===== src/rtl/bfly2_stage_param.sv =====
// rtl/bfly2_stage_param.sv - radix-2 DIF butterfly stage, 2-deep valid/ready pipeline
// Stage 1 holds exact butterfly results; stage 2 applies optional rounding shift and saturation.
module bfly2_stage_param #(
    parameter int IN_W   = 12,
    parameter int OUT_W  = 13,
    parameter int LANES  = 16,
    parameter int STRIDE = 4
) (
    input  logic                     clk,
    input  logic                     rstn,
    input  logic                     in_valid,
    output logic                     in_ready,
    input  logic                     in_inv,
    input  logic                     in_scale,
    input  logic [LANES*IN_W-1:0]    in_re,
    input  logic [LANES*IN_W-1:0]    in_im,
    output logic                     out_valid,
    input  logic                     out_ready,
    output logic [LANES*OUT_W-1:0]   out_re,
    output logic [LANES*OUT_W-1:0]   out_im,
    output logic                     sat_sticky,
    output logic [15:0]              sat_cnt,
    input  logic                     sat_clr
);

    localparam int W1 = IN_W + 1;
    localparam int W2 = IN_W + 2;
    localparam int WX = W2 + OUT_W;
    localparam logic signed [W2-1:0] ONE = 1;

    logic signed [W1-1:0]    bf_re [LANES];
    logic signed [W1-1:0]    bf_im [LANES];
    logic signed [W1-1:0]    s1_re_d [LANES];
    logic signed [W1-1:0]    s1_re_q [LANES];
    logic signed [W1-1:0]    s1_im_d [LANES];
    logic signed [W1-1:0]    s1_im_q [LANES];
    logic signed [OUT_W-1:0] sat_re [LANES];
    logic signed [OUT_W-1:0] sat_im [LANES];
    logic signed [OUT_W-1:0] s2_re_d [LANES];
    logic signed [OUT_W-1:0] s2_re_q [LANES];
    logic signed [OUT_W-1:0] s2_im_d [LANES];
    logic signed [OUT_W-1:0] s2_im_q [LANES];
    logic [LANES-1:0]        lane_sat;

    logic        s1_valid_d, s1_valid_q;
    logic        s1_scale_d, s1_scale_q;
    logic        s2_valid_d, s2_valid_q;
    logic        sat_sticky_d, sat_sticky_q;
    logic [15:0] sat_cnt_d, sat_cnt_q;
    logic        s1_adv, s2_adv, sat_ev;

    // Returns {overflow, clamped value}; wide sign extension keeps it valid for any OUT_W.
    function automatic logic [OUT_W:0] sat_fn(input logic signed [W2-1:0] v);
        logic signed [WX-1:0] x;
        logic                 ovf;
        x   = WX'(v);
        ovf = (x[WX-1:OUT_W-1] != {(WX-OUT_W+1){x[WX-1]}});
        if (ovf) sat_fn = {1'b1, x[WX-1], {(OUT_W-1){~x[WX-1]}}};
        else     sat_fn = {1'b0, x[OUT_W-1:0]};
    endfunction

    for (genvar l = 0; l < LANES; l++) begin : g_lane
        localparam int POS = l % (2 * STRIDE);
        if (POS < STRIDE) begin : g_sum
            logic signed [IN_W-1:0] a_re, a_im, b_re, b_im;
            assign a_re = in_re[l*IN_W +: IN_W];
            assign a_im = in_im[l*IN_W +: IN_W];
            assign b_re = in_re[(l+STRIDE)*IN_W +: IN_W];
            assign b_im = in_im[(l+STRIDE)*IN_W +: IN_W];
            assign bf_re[l] = {a_re[IN_W-1], a_re} + {b_re[IN_W-1], b_re};
            assign bf_im[l] = {a_im[IN_W-1], a_im} + {b_im[IN_W-1], b_im};
        end else begin : g_diff
            logic signed [IN_W-1:0] a_re, a_im, b_re, b_im;
            logic signed [W1-1:0]   d_re, d_im;
            assign a_re = in_re[(l-STRIDE)*IN_W +: IN_W];
            assign a_im = in_im[(l-STRIDE)*IN_W +: IN_W];
            assign b_re = in_re[l*IN_W +: IN_W];
            assign b_im = in_im[l*IN_W +: IN_W];
            assign d_re = {a_re[IN_W-1], a_re} - {b_re[IN_W-1], b_re};
            assign d_im = {a_im[IN_W-1], a_im} - {b_im[IN_W-1], b_im};
            if (POS >= STRIDE + STRIDE / 2) begin : g_rot
                assign bf_re[l] = in_inv ? -d_im : d_im;
                assign bf_im[l] = in_inv ? d_re  : -d_re;
            end else begin : g_norot
                assign bf_re[l] = d_re;
                assign bf_im[l] = d_im;
            end
        end

        logic signed [W2-1:0] v_re, v_im, r_re, r_im;
        logic [OUT_W:0]       f_re, f_im;
        assign v_re = {s1_re_q[l][W1-1], s1_re_q[l]};
        assign v_im = {s1_im_q[l][W1-1], s1_im_q[l]};
        assign r_re = s1_scale_q ? ((v_re + ONE) >>> 1) : v_re;
        assign r_im = s1_scale_q ? ((v_im + ONE) >>> 1) : v_im;
        assign f_re = sat_fn(r_re);
        assign f_im = sat_fn(r_im);
        assign sat_re[l]   = f_re[OUT_W-1:0];
        assign sat_im[l]   = f_im[OUT_W-1:0];
        assign lane_sat[l] = f_re[OUT_W] | f_im[OUT_W];

        assign out_re[l*OUT_W +: OUT_W] = s2_re_q[l];
        assign out_im[l*OUT_W +: OUT_W] = s2_im_q[l];
    end

    assign s2_adv   = !s2_valid_q || out_ready;
    assign s1_adv   = !s1_valid_q || s2_adv;
    assign in_ready = s1_adv;
    assign sat_ev   = s2_adv && s1_valid_q && (|lane_sat);

    always_comb begin
        s1_valid_d   = s1_valid_q;
        s1_scale_d   = s1_scale_q;
        s1_re_d      = s1_re_q;
        s1_im_d      = s1_im_q;
        s2_valid_d   = s2_valid_q;
        s2_re_d      = s2_re_q;
        s2_im_d      = s2_im_q;
        if (s1_adv) begin
            s1_valid_d = in_valid;
            if (in_valid) begin
                s1_scale_d = in_scale;
                s1_re_d    = bf_re;
                s1_im_d    = bf_im;
            end
        end
        if (s2_adv) begin
            s2_valid_d = s1_valid_q;
            if (s1_valid_q) begin
                s2_re_d = sat_re;
                s2_im_d = sat_im;
            end
        end
        // Clear first, then a same-cycle event still registers.
        sat_sticky_d = sat_clr ? 1'b0 : sat_sticky_q;
        sat_cnt_d    = sat_clr ? 16'd0 : sat_cnt_q;
        if (sat_ev) begin
            sat_sticky_d = 1'b1;
            if (sat_cnt_d != 16'hFFFF) sat_cnt_d = sat_cnt_d + 16'd1;
        end
    end

    always_ff @(posedge clk or negedge rstn) begin
        if (!rstn) begin
            s1_valid_q   <= 1'b0;
            s1_scale_q   <= 1'b0;
            s2_valid_q   <= 1'b0;
            sat_sticky_q <= 1'b0;
            sat_cnt_q    <= 16'd0;
            for (int l = 0; l < LANES; l++) begin
                s1_re_q[l] <= '0;
                s1_im_q[l] <= '0;
                s2_re_q[l] <= '0;
                s2_im_q[l] <= '0;
            end
        end else begin
            s1_valid_q   <= s1_valid_d;
            s1_scale_q   <= s1_scale_d;
            s2_valid_q   <= s2_valid_d;
            sat_sticky_q <= sat_sticky_d;
            sat_cnt_q    <= sat_cnt_d;
            s1_re_q      <= s1_re_d;
            s1_im_q      <= s1_im_d;
            s2_re_q      <= s2_re_d;
            s2_im_q      <= s2_im_d;
        end
    end

    assign out_valid  = s2_valid_q;
    assign sat_sticky = sat_sticky_q;
    assign sat_cnt    = sat_cnt_q;

endmodule

===== config.mk =====
export PLATFORM = sky130hd
export DESIGN_NAME = bfly2_stage_param
export DESIGN_NICKNAME = d
export VERILOG_FILES = /design/src/rtl/bfly2_stage_param.sv
export SDC_FILE = /design/constraint.sdc
export NUM_CORES = 2
export LEC_CHECK = 0
export CORE_MARGIN = 1
export CORE_UTILIZATION = 38
export DETAILED_ROUTE_END_ITERATION = 8
export PLACE_DENSITY_LB_ADDON = 0.2
export SKIP_CTS_REPAIR_TIMING = 1
export SKIP_LAST_GASP = 1
export SLEW_MARGIN = 20
export SYNTH_ARGS = -nofsm -noshare
export SYNTH_HDL_FRONTEND = slang
export SYNTH_SLANG_ARGS = --single-unit

===== constraint.sdc =====
create_clock -name clk -period 5.1 [get_ports clk]
set_input_delay 1.02 -clock clk [delete_from_list [all_inputs] [get_ports clk]]
set_output_delay 1.02 -clock clk [all_outputs]
set_load 0.1 [all_outputs]

---- After elaboration in Yosys (flattened, before gate mapping) ----
Cells that the tools add are included.
word-level totals
  output and inout port bits .............. 435
  logic and storage cells ................. 310
  bits of input ports ..................... 391
  flip-flop bits (word level) ............. 852
cells by class
  add/subtract/negate cells ............... 73
  reduce and logical (&&, ||, !) cells .... 10
  multiplexer cells ....................... 77
  equality and inequality tests ........... 33
  bitwise logic cells ..................... 48
operators by type and width
  operator                                                          count
  14-bit 2-to-1 mux                                                 64
  13-bit by 2-bit adder with 14-bit output (second input constant)  32
  12-bit by 12-bit adder with 13-bit output                         16
  12-bit by 12-bit subtractor with 13-bit output                    16
  13-bit 2-to-1 mux                                                 8
  13-bit negation                                                   8
  16-bit 2-to-1 mux                                                 3
  1-bit != test                                                     32
  1-bit NOT                                                         32
  16-bit by 1-bit adder with 16-bit output (second input constant)  1
  16-bit != test (second input constant)                            1
  1-bit bitwise OR                                                  16
  16-bit OR reduction                                               1
  2-bit AND reduction                                               2
  1-bit logical AND                                                 2
  1-bit logical NOT                                                 2
  1-bit logical OR                                                  2
  1-bit 2-to-1 mux                                                  2
  2-bit nonzero test                                                1

---- Longest topological paths before layout ----
  word-level depth ........................ 8
  depth in mapped cells ................... 12

---- Least setup slack after synthesis ----
No wires, ideal clock.
  path type ............................... input to register
  start point ............................. in in_im[36]
  end point ............................... reg s1_re_q, in the netlist g_lane[7].v_re[12]
  slack ................................... 1163 ps
  path buffers ............................ 0
  arrival ................................. 3811 ps
  stages .................................. 12
  cell sequence ........................... inv_1 ha_1 inv_1 fa_1 a211oi_2 nor2_4 xnor2_1 or4_4 or4_4 nand4bb_1 mux2i_1 a221o_1
between the ends
  cells in the longest elaborated chain, start to end .. 3
ends and longest elaborated chain
  what                                                RTL line  text
  start: declaration                                  16        input logic [LANES*IN_W-1:0] in_im,
  12-bit by 12-bit subtractor with 13-bit output (*)  80        assign d_im = {a_im[IN_W-1], a_im} - {b_im[IN_W-1], b_im};
  13-bit negation                                     82        assign bf_re[l] = in_inv ? -d_im : d_im;
  13-bit 2-to-1 mux (*)                               82
  end signal: assignment                              162       s1_re_q <= s1_re_d;
  end: declaration                                    34        logic signed [W1-1:0] s1_re_q [LANES];
Mark *: on every way between the ends. The rest lies on a longest branch, timed or not.
A chain may end at the register's enable or synchronous reset.

---- Final worst setup path ----
  start point ............................. in in_im[84]
  end point ............................... reg s1_re_q, in the netlist g_lane[7].v_re[12]
Same word-level chain as after synthesis.

==> results.cfg <==
[synthesis]
syn_inst = 7143
netlist_top_cells_area = dfrtp_1 35%, ha_1 9.1%, o21ai_0 7.7%, nand2_1 6.2%, a21oi_1 4.9%
synth_edf_count = 0
synthArstFlopShare = 1.000
synth_top_area_frac = 0.3527
syn_avg_cell_area_um2 = 8.134
netlist_top_cells_count = 958 x nand2_1, 893 x o21ai_0, 819 x dfrtp_1
ys_ff_latch = 819
syn_area_um2 = 58100
synth_most_common_cell = nand2_1
yosysTopAreaCell = dfrtp_1
synth-warning-count = 0
ys_types = 86
ys.flop_type = dfrtp_1
yosysSeqAreaShare = 0.3527

[placed_design]
numPortBuffers = 807
pre_cts_ws_ns = 0.3119
placed_area_um2 = 67780
gp_congestion = 0.9241
dp.cells = 9639
dp_hpwl_um = 145400

[clock_network]
clock_sinks = 819
cts_tree = yes
clk_pin_slew_ns = 0.06
clock_path_buffers = 3
root_buffer = clkbuf_16
clk_latency_ns = 0.71
cts_buffers = 101
h-tree-depth = 3

[power_and_ir_drop]
switching_share = 0.5041
irDropWorstVdd_v = 0.0004204
p_int_mw = 16.75
combPwrFrac = 0.484
netSwitchingPower_mw = 17.02
power_frac_seq = 0.304
powerDensity_nw_per_um2 = 475.4
power_leakage_nw = 30.65
pwr-share-clk = 0.212

[drt]
drt_iter0_markers = 3028
vias = 52860
drc = 0
avgRoutedWirePerCell_um = 19.26
drtPass1Iterations = 6
finalWirelength_um = 189500
final_antenna_net_count = 0
viasPerCell = 5.374

[setup_path]
crit_fanout = 4
r2r-start = s1_scale_q
start_kind = input port
cp.required_ns = 5.69
path_cells = clkdlybuf4s50_1 -> ha_1 -> inv_1 -> fa_1 -> a211oi_2 -> nor2_4 -> xnor2_1 -> or4_4 -> or4_4 -> nand4bb_1 -> mux2i_1 -> a221o_1
r2r_cells = 5
cp_slowest_stage_delay_ns = 0.58
crit_top_cell = or4_4
crit_slowest_cell = or4_4
endpoint_kind = register
r2r_end = out_re[34]
rrSetupSlack_ns = 2.45
cp.arrival_ns = 4.67
setup.worst_path.class = in2reg

[grt]
met1_usage = 0.3134
grt-ovfl-total = 0
antenna_found_initial = 22
track_usage = 0.2383
grt_max_degree = 121
grt_use_met3 = 0.04507
grt_pass1_wl_um = 289100
global_route.usage.met2 = 0.3924
top_usage_layer = met2
grt_pass1_vias = 50024

[die]
coreArea_um2 = 151900
io_pins = 826
initial_core_util = 0.3825
die_w_um = 393.0
die_y_um = 393.0
num_rows = 143
die_area_um2 = 154500

[timing]
finalMaxSlewViolations = 0
rsz0062_at_grt = no
fin_skew_ns = 0.03371
setup_slack_ns = 1.028
setup_tns_ns = 0
fmax_ghz = 0.2456
setup_viol = 0
worst_pin_slew_ns = 1.201
post-route-min-period_ns = 4.072
max-slew-margin-rel = 0.1971
finalCritPeriodShare = 0.7984
finalHoldViolations = 0

[cells_and_area]
instances_no_fill = 9836
nNetsFinal = 8559
fin_area_um2 = 71040
area_growth_pct = 22.27
drive_gt1_frac = 0.03952

[status]
status = completed

[job]
cap_violations = 0

[worst_hold_path]
hp-class = in2async
## through the flow
stage / power [mW] / hold slack, ns / util
floorplan: 21.80 / 0.4572 / -
global placement: 26.55 / 0.4597 / 0.4463
detailed placement: 26.70 / 0.4650 / 0.4462
CTS: 34.03 / 0.3960 / 0.4677
global route: 35.49 / 0.4480 / 0.4676
finish: 33.77 / 0.4219 / 0.4677
## layout by cell type (no fill, tap or decap), drive strengths merged, types with 81 or more instances in the layout
cell           Yosys  layout
nand2b            91      91
o21ai            901     901
inv              429     435
clkdlybuf4s50      1     793
a21o             152     152
dfrtp            819     819
ha               424     424
nand3            230     230
nand2            958     958
o31ai             83      83
a21oi            568     568
clkbuf           364     146
xnor2            314     314
xor2             117     117
nor3              81      81
nor2             524     524
a211oi           122     122
## registers in the layout, indices dropped and copies added (netlist names)
register,flops
out_im,208
g_lane.v_im,196
s1_valid_q,1
s1_scale_q,1
out_re,208
out_valid,1
g_lane.v_re,204
## power by group through the flow
stage	Combinational [mW]	Sequential (mW)	Clock (mW)
after CTS	16.4	10.2	7.36
final	16.4	10.3	7.16
after global routing	17.4	10.5	7.61
after floorplan	5.00	16.8	0
after global placement	16.3	10.3	0
after detailed placement	16.4	10.3	0
## area by class of cell
type | count | area, um2
inverter | 430 | 1622
clock inverter | 39 | 384.1
multi-input combinational | 5487 | 34330
sequential | 819 | 20500
clock buffer | 145 | 2873
tap | 2030 | 2540
antenna | 13 | 32.53
timing repair buffer | 873 | 8763
fill | 14771 | 80870
## metal layers
| metal | vias up | share of wire |
|---|---|---|
| met5 | - | 0.00073 |
| met4 | 18 | 0.026 |
| met3 | 216 | 0.061 |
| met2 | 1324 | 0.47 |
| met1 | 25145 | 0.45 |
| li1 | 26157 | - |
## kinds of logic after synthesis
group	share of synthesized area
AOI/OAI and AO/OA	0.2399
and+or+nand+nor	0.1732
buffers and inverters	0.05780
DFF	0.3527
adders and majority gates	0.1023
xor gates and xnor gates	0.06497
muxes	0.008980
other	0.00006454
## worst max-delay path, delay by kind of cell
kind	cells	cell delay [ns]
compound gates	2	0.64
xor+xnor	1	0.17
simple gates	4	1.39
mux	1	0.15
fa+ha+maj	2	0.72
buf+inv	2	0.57
## how the worst max path moves through the flow
stage / start / to / slack (ns) / cells after the start
after floorplan: in_im[36] / g_lane[7].v_re[12] / 1.16 / 12
after global placement: in_im[36] / g_lane[7].v_re[12] / 0.29 / 13
after detailed placement: in_im[84] / g_lane[7].v_re[12] / 0.31 / 12
after CTS: in_im[84] / g_lane[7].v_re[12] / 1.10 / 12
after global routing: in_im[36] / g_lane[7].v_re[12] / 0.93 / 13
final: in_im[84] / g_lane[7].v_re[12] / 1.03 / 12
(Power assumes the default switching activity.)
